`config.mk`:
```
export PLATFORM = sky130hd
export DESIGN_NAME = rtc_scan_control
export DESIGN_NICKNAME = d
export VERILOG_FILES = /design/src/rtl/rtc_scan_control.sv
export SDC_FILE = /design/constraint.sdc
export NUM_CORES = 1
export LEC_CHECK = 0
export CELL_PAD_IN_SITES_DETAIL_PLACEMENT = 1
export CELL_PAD_IN_SITES_GLOBAL_PLACEMENT = 2
export CORE_AREA = 2 2 108 110
export CTS_CLUSTER_DIAMETER = 50
export DETAILED_ROUTE_END_ITERATION = 12
export DIE_AREA = 0 0 110 112
export PLACE_DENSITY = 0.92
export SLEW_MARGIN = 20
export SYNTH_ARGS = -nofsm -noshare
export SYNTH_HDL_FRONTEND = slang
export SYNTH_SLANG_ARGS = --single-unit
```
`constraint.sdc`:
```
create_clock -name Clock_in -period 5.7 [get_ports Clock_in]
set_input_delay 1.14 -clock Clock_in [delete_from_list [all_inputs] [get_ports Clock_in]]
set_output_delay 1.14 -clock Clock_in [all_outputs]
set_load 0.02 [all_outputs]
```
`src/rtl/rtc_scan_control.sv`:
```
// Reads NUM_REG RTC registers (0x21..0x26) per scan through the write/read sequencer,
// with a per-transfer watchdog. Define RTC_SCAN_CONT_EN for back-to-back continuous scanning.
//
// state | meaning
// IDLE  | waiting for Start
// ISSUE | one-cycle ciclo pulse to the sequencer
// WAIT  | watching Sent_D fall / Fin, watchdog counting down
// STORE | capture register copied to the indexed output
// NEXT  | advance index or finish
// DONE  | one-cycle Listo pulse
module rtc_scan_control #(
    parameter int          NUM_REG = 6,
    parameter logic [15:0] TIMEOUT = 16'hFFFF
) (
    input  logic       Clock_in,
    input  logic       Reset,
    input  logic       Start,
    input  logic       Fin,
    input  logic       Sent_D,
    input  logic [7:0] Dato_in,
    output logic       ciclo,
    output logic [7:0] Direccion,
    output logic [7:0] Seg,
    output logic [7:0] Min,
    output logic [7:0] Hora,
    output logic [7:0] Dia,
    output logic [7:0] Mes,
    output logic [7:0] Anio,
    output logic       Ocupado,
    output logic       Listo,
    output logic       Error
);

    typedef enum logic [2:0] {IDLE, ISSUE, WAIT, STORE, NEXT, DONE} state_t;

    state_t      state, state_nxt;
    logic [2:0]  idx;
    logic [15:0] wdog;
    logic        sent_d_q;
    logic [7:0]  cap;
    logic        sent_d_fall;
    logic        last_reg;

    assign sent_d_fall = sent_d_q & ~Sent_D;
    assign last_reg    = (idx >= 3'(NUM_REG - 1));
    assign Direccion   = 8'h21 + 8'(idx);

    always_comb begin
        state_nxt = state;
        ciclo     = 1'b0;
        Listo     = 1'b0;
        Ocupado   = (state != IDLE);
        case (state)
            IDLE:  if (Start) state_nxt = ISSUE;
            ISSUE: begin
                ciclo     = 1'b1;
                state_nxt = WAIT;
            end
            WAIT: begin
                if (Fin)              state_nxt = STORE;
                else if (wdog == '0)  state_nxt = IDLE;
            end
            STORE: state_nxt = NEXT;
            NEXT:  state_nxt = last_reg ? DONE : ISSUE;
            DONE: begin
                Listo = 1'b1;
`ifdef RTC_SCAN_CONT_EN
                state_nxt = ISSUE;
`else
                state_nxt = IDLE;
`endif
            end
            default: state_nxt = IDLE;
        endcase
    end

    always_ff @(posedge Clock_in) begin
        if (Reset) begin
            state    <= IDLE;
            idx      <= '0;
            wdog     <= '0;
            sent_d_q <= 1'b0;
            cap      <= '0;
            Error    <= 1'b0;
            Seg      <= '0;
            Min      <= '0;
            Hora     <= '0;
            Dia      <= '0;
            Mes      <= '0;
            Anio     <= '0;
        end else begin
            state    <= state_nxt;
            sent_d_q <= Sent_D;
            case (state)
                IDLE: begin
                    if (Start) begin
                        idx   <= '0;
                        Error <= 1'b0;
                        wdog  <= '0;
                    end
                end
                ISSUE: wdog <= TIMEOUT - 16'd1;
                WAIT: begin
                    // Fall and Fin in the same cycle still capture this cycle's byte
                    if (sent_d_fall) cap <= Dato_in;
                    if (!Fin) begin
                        if (wdog == '0) Error <= 1'b1;
                        else            wdog  <= wdog - 16'd1;
                    end
                end
                STORE: begin
                    case (idx)
                        3'd0:    Seg  <= cap;
                        3'd1:    Min  <= cap;
                        3'd2:    Hora <= cap;
                        3'd3:    Dia  <= cap;
                        3'd4:    Mes  <= cap;
                        3'd5:    Anio <= cap;
                        default: ;
                    endcase
                end
                NEXT: if (!last_reg) idx <= idx + 3'd1;
                DONE: idx <= '0;
                default: ;
            endcase
        end
    end

endmodule

```
==> run metrics, run 1 <==
status=completed; die area=12320 um^2; FF/Latch Area=1602 um^2; GRT Overall Usage=0.1753; hold buffers post-CTS=0; Distinct cells, synth=47; Seq pwr share=0.438; H-tree depth=3; Root Driver=clkbuf_16; drt total wl=10420 um; R2R depth=5; Vias/cell=5.088; TritonCTS Buffers=9; Worst EP required=4.56 ns; unrepaired setup endpoints after global routing=no; proportion of power drawn by the clock network=0.421; vias in the first global route=3316; RR Startpoint=wdog[6]$_SDFFE_PP0P_; switching portion of total power=0.3024; Warnings, synthesis=0; CP max stage delay=0.64 ns; Final period util=0.5615; first drt pass iteration count=4; Setup Viol. Count Final=0; Slew Viols, Final=0; Nets=495; HPWL after DPL=7038 um; via count=3170; post-synth top area cell=dfxtp_1; Multi-input gate area=1729 um^2; total grt overflow=0; PD cells=about 300 nW/um^2; # Post-CTS Setup Buffers=0; Fin Clk Skew=~0.01 ns; Synth top area share=0.4544; largest net degree at the start of global routing=slightly above 80; final core occ=0.4067; CP startpoint=state[0]$_SDFFE_PP0P_; critical path class=reg2out; Skew-Pair Late Insertion Delay=0.34 ns; min cycle time layout=approximately 3.2 ns; initial antenna violation count=0; first-pass GRT wire length=16910 um; f_max=312.5 MHz; die width=between 100 and 150 um; largest cells by area after synthesis=dfxtp_1 (45%), a21oi_1 (7.5%), mux2i_1 (7.1%); Worst Tran Pin Value=0.8551 ns; Max rail drop VDD=roughly 0.11 mV; Post-CTS Resized=0; Worst setup SP type=flip-flop; CP Capture Point=ciclo; Cells after Synth=418; Area growth syn-to-layout=28.93%; Leakage=around 1.7 nW; Filler Cells Inserted=1306; gp weighted congestion=0.7730; Iter 0 DRT Violations=180; mean area per synthesized cell=8.432 um^2; max cap viols=0; r2r setup slk=~3.2 ns; setup_tns=0 ns; CTS sink cnt=80; CORE AREA=11170 um^2; Longest Clk Path Bufs=2; count of final hold-check violations=0; crit end category=primary output; Worst Path Arrival=between 2 and 2.5 ns; DRC viols=0; Starting Density=0.3154; # diodes=0; CTS tree=done; RR Endpoint=wdog[10]$_SDFFE_PP0P_; Hold WC Path Type=reg2reg; worst-path cell chain=inv_1 -> nor3_1 -> buf_4 -> clkdlybuf4s50_1; combinational share of power=0.141; worst rel slew slack=0.4299; Seq/Total Area, Yosys=0.4544; share of cells above drive strength 1=0.07500; Internal Power=~0.00095 W; I/O pin count=73; row count=39; crit-path max FO=17; Port Buffers=68; Clk pin slew, worst setup/hold paths=0.07 ns; Critical-path top delay cell=clkdlybuf4s50_1; Psw=0.0004118 W; area of the mapped netlist=3525 um^2; die height=roughly 110 um; drt wl/cell=16.73 um; register bit total from synthesis=80; Antenna Violating Nets Remaining=0
[layer usage]
layer	part of all wire	global-route usage
met5	0	0
met4	0.016	0.05992
met3	0.058	0.05621
met2	0.48	0.2798
met1	0.45	0.2211
[critical path: cells and delay by family (launching register included)]
kind / cells / cell delay, ns
simple gates: 1 / 0.20
flops: 1 / 0.48
buf+inv: 3 / 1.03
[layout make-up]
type                       count  area share
clock buffer                   9     0.04956
clock inverter                 7     0.01542
tap                          143     0.03937
timing repair buffer          72      0.1553
inverter                       9    0.007434
multi-input combinational    303      0.3805
sequential                    80      0.3524
[power by group through the flow]
| stage | Clock [W] | Sequential [W] | Combinational (W) |
|---|---|---|---|
| detailed placement | 0 | 0.000609 | 0.000190 |
| global route | 0.000612 | 0.000599 | 0.000210 |
| finish | 0.000573 | 0.000596 | 0.000192 |
| global placement | 0 | 0.000607 | 0.000183 |
| CTS | 0.000589 | 0.000596 | 0.000191 |
| floorplan | 0 | 0.000600 | 0.000146 |
[registers in the layout (all words and copies together) (netlist names)]
name / count
sent_d_q: 1
Error: 1
Anio: 8
idx: 3
state: 3
Hora: 8
cap: 8
Mes: 8
Dia: 8
wdog: 16
Seg: 8
Min: 8
[logic make-up (layout without fill, tap and decap cells)]
group,after synthesis,after routing,share of synthesized area
AO/OA/AOI/OAI,99,99,0.1601
adder cells (fa/ha/maj),7,7,0.02485
buffers and inverters,37,97,0.05715
flip-flops,80,80,0.4544
multiplexers,26,26,0.07419
other,2,4,0.002131
AND/OR/NAND/NOR,167,167,0.2272
[per-stage QoR]
step / instance area, um^2 / cells / setup slack, ns / hold slack (ns) / power (W)
global placement: 4249 / 607 / 2.584 / 0.4417 / 0.0007907
floorplan: 3532 / 420 / 3.195 / 0.4569 / 0.0007462
CTS: 4544 / 623 / 2.489 / 0.4580 / 0.001375
global route: 4544 / 623 / 2.375 / 0.4704 / 0.001421
detailed placement: 4249 / 607 / 2.559 / 0.4490 / 0.0007987
finish: 4544 / 623 / 2.500 / 0.4553 / 0.001362
[synth_stat cells (all sizes together)]
library cell / count
dfxtp: 80
a21oi: 54
nand2: 52
nor2: 42
o21ai: 30
nand3: 29
mux2i: 25
clkbuf: 21
nor3: 16
inv: 9
buf: 7
ha: 7
and2: 5
o31a: 5
or3: 4
and3: 3
nor4: 3
a2111oi: 2
a211oi: 2
conb: 2
nand3b: 2
o21a: 2
or3b: 2
or4: 2
a211o: 1
a41oi: 1
mux2: 1
nand2b: 1
nand4: 1
nand4b: 1
nor2b: 1
nor3b: 1
nor4b: 1
o21bai: 1
o31ai: 1
or4b: 1
[cells in the final DEF, fill, tap and decap left out, types with 2 or more instances in the layout]
| cell type | synthesis | final |
|---|---|---|
| nand3b_1 | 2 | 2 |
| inv_1 | 9 | 9 |
| or3_1 | 3 | 3 |
| a211oi_1 | 2 | 2 |
| mux2i_1 | 25 | 25 |
| nand2_1 | 51 | 51 |
| and2_1 | 4 | 4 |
| o31a_1 | 3 | 3 |
| o21ai_0 | 30 | 30 |
| buf_4 | 4 | 4 |
| o21a_1 | 2 | 2 |
| nor4_2 | 2 | 2 |
| inv_6 | 0 | 4 |
| nand3_1 | 29 | 29 |
| or4_1 | 2 | 2 |
| conb_1 | 2 | 4 |
| or3b_2 | 2 | 2 |
| clkbuf_16 | 0 | 9 |
| a2111oi_0 | 2 | 2 |
| nor2_1 | 42 | 42 |
| o31a_2 | 2 | 2 |
| nor3_1 | 15 | 15 |
| clkdlybuf4s50_1 | 0 | 67 |
| a21oi_1 | 53 | 53 |
| dfxtp_1 | 80 | 80 |
| and3_1 | 3 | 3 |
| ha_1 | 7 | 7 |
[worst min path at each step]
stage	startpoint	to	slack, ns	depth (start not counted)
CTS	Dia[6]$_SDFFE_PP0P_	Dia[6]$_SDFFE_PP0P_	0.46	2
global placement	Dia[0]$_SDFFE_PP0P_	Dia[0]$_SDFFE_PP0P_	0.44	2
finish	Dia[2]$_SDFFE_PP0P_	Dia[2]$_SDFFE_PP0P_	0.46	2
detailed placement	Hora[3]$_SDFFE_PP0P_	Hora[3]$_SDFFE_PP0P_	0.45	2
floorplan	wdog[9]$_SDFFE_PP0P_	wdog[9]$_SDFFE_PP0P_	0.46	2
global route	Dia[6]$_SDFFE_PP0P_	Dia[6]$_SDFFE_PP0P_	0.47	2
Note: power is estimated with default switching activity, not from simulation.
==> run 2, diff against run 1 <==
--- a/config.mk
+++ b/config.mk
@@ -7,11 +7,11 @@
 export LEC_CHECK = 0
 export CELL_PAD_IN_SITES_DETAIL_PLACEMENT = 1
 export CELL_PAD_IN_SITES_GLOBAL_PLACEMENT = 2
-export CORE_AREA = 2 2 108 110
+export CORE_AREA = 2 2 118 120
 export CTS_CLUSTER_DIAMETER = 50
 export DETAILED_ROUTE_END_ITERATION = 12
-export DIE_AREA = 0 0 110 112
-export PLACE_DENSITY = 0.92
+export DIE_AREA = 0 0 120 122
+export PLACE_DENSITY = 0.83
 export SLEW_MARGIN = 20
 export SYNTH_ARGS = -nofsm -noshare
 export SYNTH_HDL_FRONTEND = slang
==> constraint.sdc (replaced) <==
create_clock -name Clock_in -period 2.8 [get_ports Clock_in]
set_input_delay 0.56 -clock Clock_in [delete_from_list [all_inputs] [get_ports Clock_in]]
set_output_delay 0.56 -clock Clock_in [all_outputs]
set_load 0.02 [all_outputs]
==> run 2 against run 1 <==
Net effect:
- clock skew decreased by 0.0045 ns
- largest power group is now clock
- sequential power grew 100%
- largest cell class unchanged
- register-to-register slack got worse by 2.5 ns
==> run metrics, run 2 (same netlist as run 1, synthesis figures left out) <==
setup_tns=0 ns (unchanged); min cycle time layout=2.571 ns; routing usage on met3=0.03886 (-0.01735); Multi-input gate area=1729 um^2 (unchanged); Hold WC Path Type=reg2reg; Iter 0 DRT Violations=116 (-36%); Longest Clk Path Bufs=2 (unchanged); layer with the highest usage=met2; Clk pin slew, worst setup/hold paths=0.06 ns (about the same); PD cells=624.5 nW/um^2 (+110%); crit-path max FO=9 (-8); Critical-path top delay cell=clkdlybuf4s50_1; vias in the first global route=3131 (-5.6%); Antenna Violating Nets Remaining=0 (unchanged); CP max stage delay=0.67 ns (+0.03 ns); die height=122 um (+8.9%); Starting Density=0.2610 (-0.05442); Worst EP required=2.24 ns (-2.32 ns); H-tree depth=3 (unchanged); met2 Track Usage GR=0.2319 (-0.04787); CTS sink cnt=80 (unchanged); # diodes=0 (unchanged); Port Buffers=68 (unchanged); hold buffers post-CTS=0 (unchanged); Root Driver=clkbuf_16; die area=14640 um^2 (+19%); die width=120 um (+9.1%); CTS tree=done; Nets=498 (+0.61%); via count=3192 (+0.69%); total grt overflow=0 (unchanged); Worst Tran Pin Value=0.9084 ns (+0.05325 ns); Vias/cell=4.822 (-5.2%); first drt pass iteration count=4 (unchanged); GRT Overall Usage=0.1490 (-0.02636); Fin Clk Skew=0.005572 ns (-0.004456 ns); initial antenna violation count=0 (unchanged); largest net degree at the start of global routing=45 (-44%); first-pass GRT wire length=16960 um (+0.33%); HPWL after DPL=7280 um (+3.4%); most common cell after layout, fill and taps aside=dfxtp_1; share of cells above drive strength 1=0.07884 (+0.003838); unrepaired setup endpoints after global routing=no; status=completed; Post-CTS Resized=0 (unchanged); worst-path cell chain=inv_1 -> nor3_1 -> clkdlybuf4s50_1; DRC viols=0 (unchanged); met1 Use GR=0.1958 (-0.02533); f_max=389.0 MHz; Leakage=1.756 nW (+1.8%); Filler Cells Inserted=1610 (+23%); worst rel slew slack=0.3944 (-0.03550); Slew Viols, Final=0 (unchanged); # Post-CTS Setup Buffers=0 (unchanged); CORE AREA=13500 um^2 (+21%); drt total wl=10530 um (+1.0%); Area growth syn-to-layout=31.95%; Setup Viol. Count Final=0 (unchanged); FF/Latch Area=1602 um^2 (unchanged); CP top delay family=buffers and inverters; critical path class=reg2out; TritonCTS Buffers=9 (unchanged); gp weighted congestion=0.7736 (about the same); crit end category=primary output; max reg flops=16 (unchanged); Worst setup SP type=flip-flop; most frequent cells in the layout=dfxtp_1 (80), clkdlybuf4s50_1 (67), a21oi_1 (53); drt wl/cell=15.91 um (-4.9%); most flop-heavy register=wdog; Worst Path Arrival=2.01 ns (-0.05 ns); CP Buf/Inv Count=2 (-1); row count=43 (+10%); final core occ=0.3444 (-0.06228); Max rail drop VDD=0.2839 mV (+150%); max cap viols=0 (unchanged); Final period util=0.9181; Skew-Pair Late Insertion Delay=0.35 ns (about the same); I/O pin count=73 (unchanged); count of final hold-check violations=0 (unchanged)
## run 2: changes by cell type in the layout (fill, tap and decap cells not counted), sizes merged
cell    previous run  this run
inv               14         9
buf                5         8
bufinv             0         2
clkbuf             9        10
clkinv             1         2
## run 2: final cells by class
class,count,share of cell area
tap,180,0.04843
sequential,80,0.3444
multi-input combinational,303,0.3718
clock buffer,10,0.05139
inverter,9,0.007264
clock inverter,5,0.01749
timing repair buffer,75,0.1593
## run 2: final timing paths
kind	startpoint	to	slack, ns	cells after the start
hold / removal	Hora[6]$_SDFFE_PP0P_	Hora[6]$_SDFFE_PP0P_	0.45	2
setup / recovery	state[0]$_SDFFE_PP0P_	ciclo	0.23	3
hold reg to reg	Hora[6]$_SDFFE_PP0P_	Hora[6]$_SDFFE_PP0P_	0.45	2
setup reg to reg	state[1]$_SDFFE_PP0P_	wdog[10]$_SDFFE_PP0P_	0.69	5
## run 2: routing by layer
metal | part of all wire | vias to the layer above
met5 | 0 | -
met4 | 0.017 | 0
met3 | 0.057 | 14
met2 | 0.46 | 72
met1 | 0.47 | 1535
li1 | - | 1571
## run 2: stage by stage
step	setup WS, ns	power (W)	hold WS [ns]	cell area (um^2)	instances
final	0.2294	0.002904	0.4537	4651	662
after detailed placement	0.2738	0.001648	0.4506	4330	647
after global placement	0.2964	0.001639	0.4428	4330	647
after global routing	0.1164	0.003045	0.4757	4651	662
after floorplan	0.8659	0.001519	0.4569	3532	420
after CTS	0.1967	0.002945	0.4591	4651	662
## run 2: report_power, final
group          internal (W)  switching, W  leakage [nW]
logic              0.000154      0.000254         0.954
clock network      0.000800      0.000481         0.155
registers           0.00117     0.0000447         0.647
## run 2: worst register-to-register path, delay by kind of cell (launching register included)
kind	cells	cell delay, ns
AO/OA/AOI/OAI	4	0.94
flip-flops	1	0.58
AND/OR/NAND/NOR	1	0.50
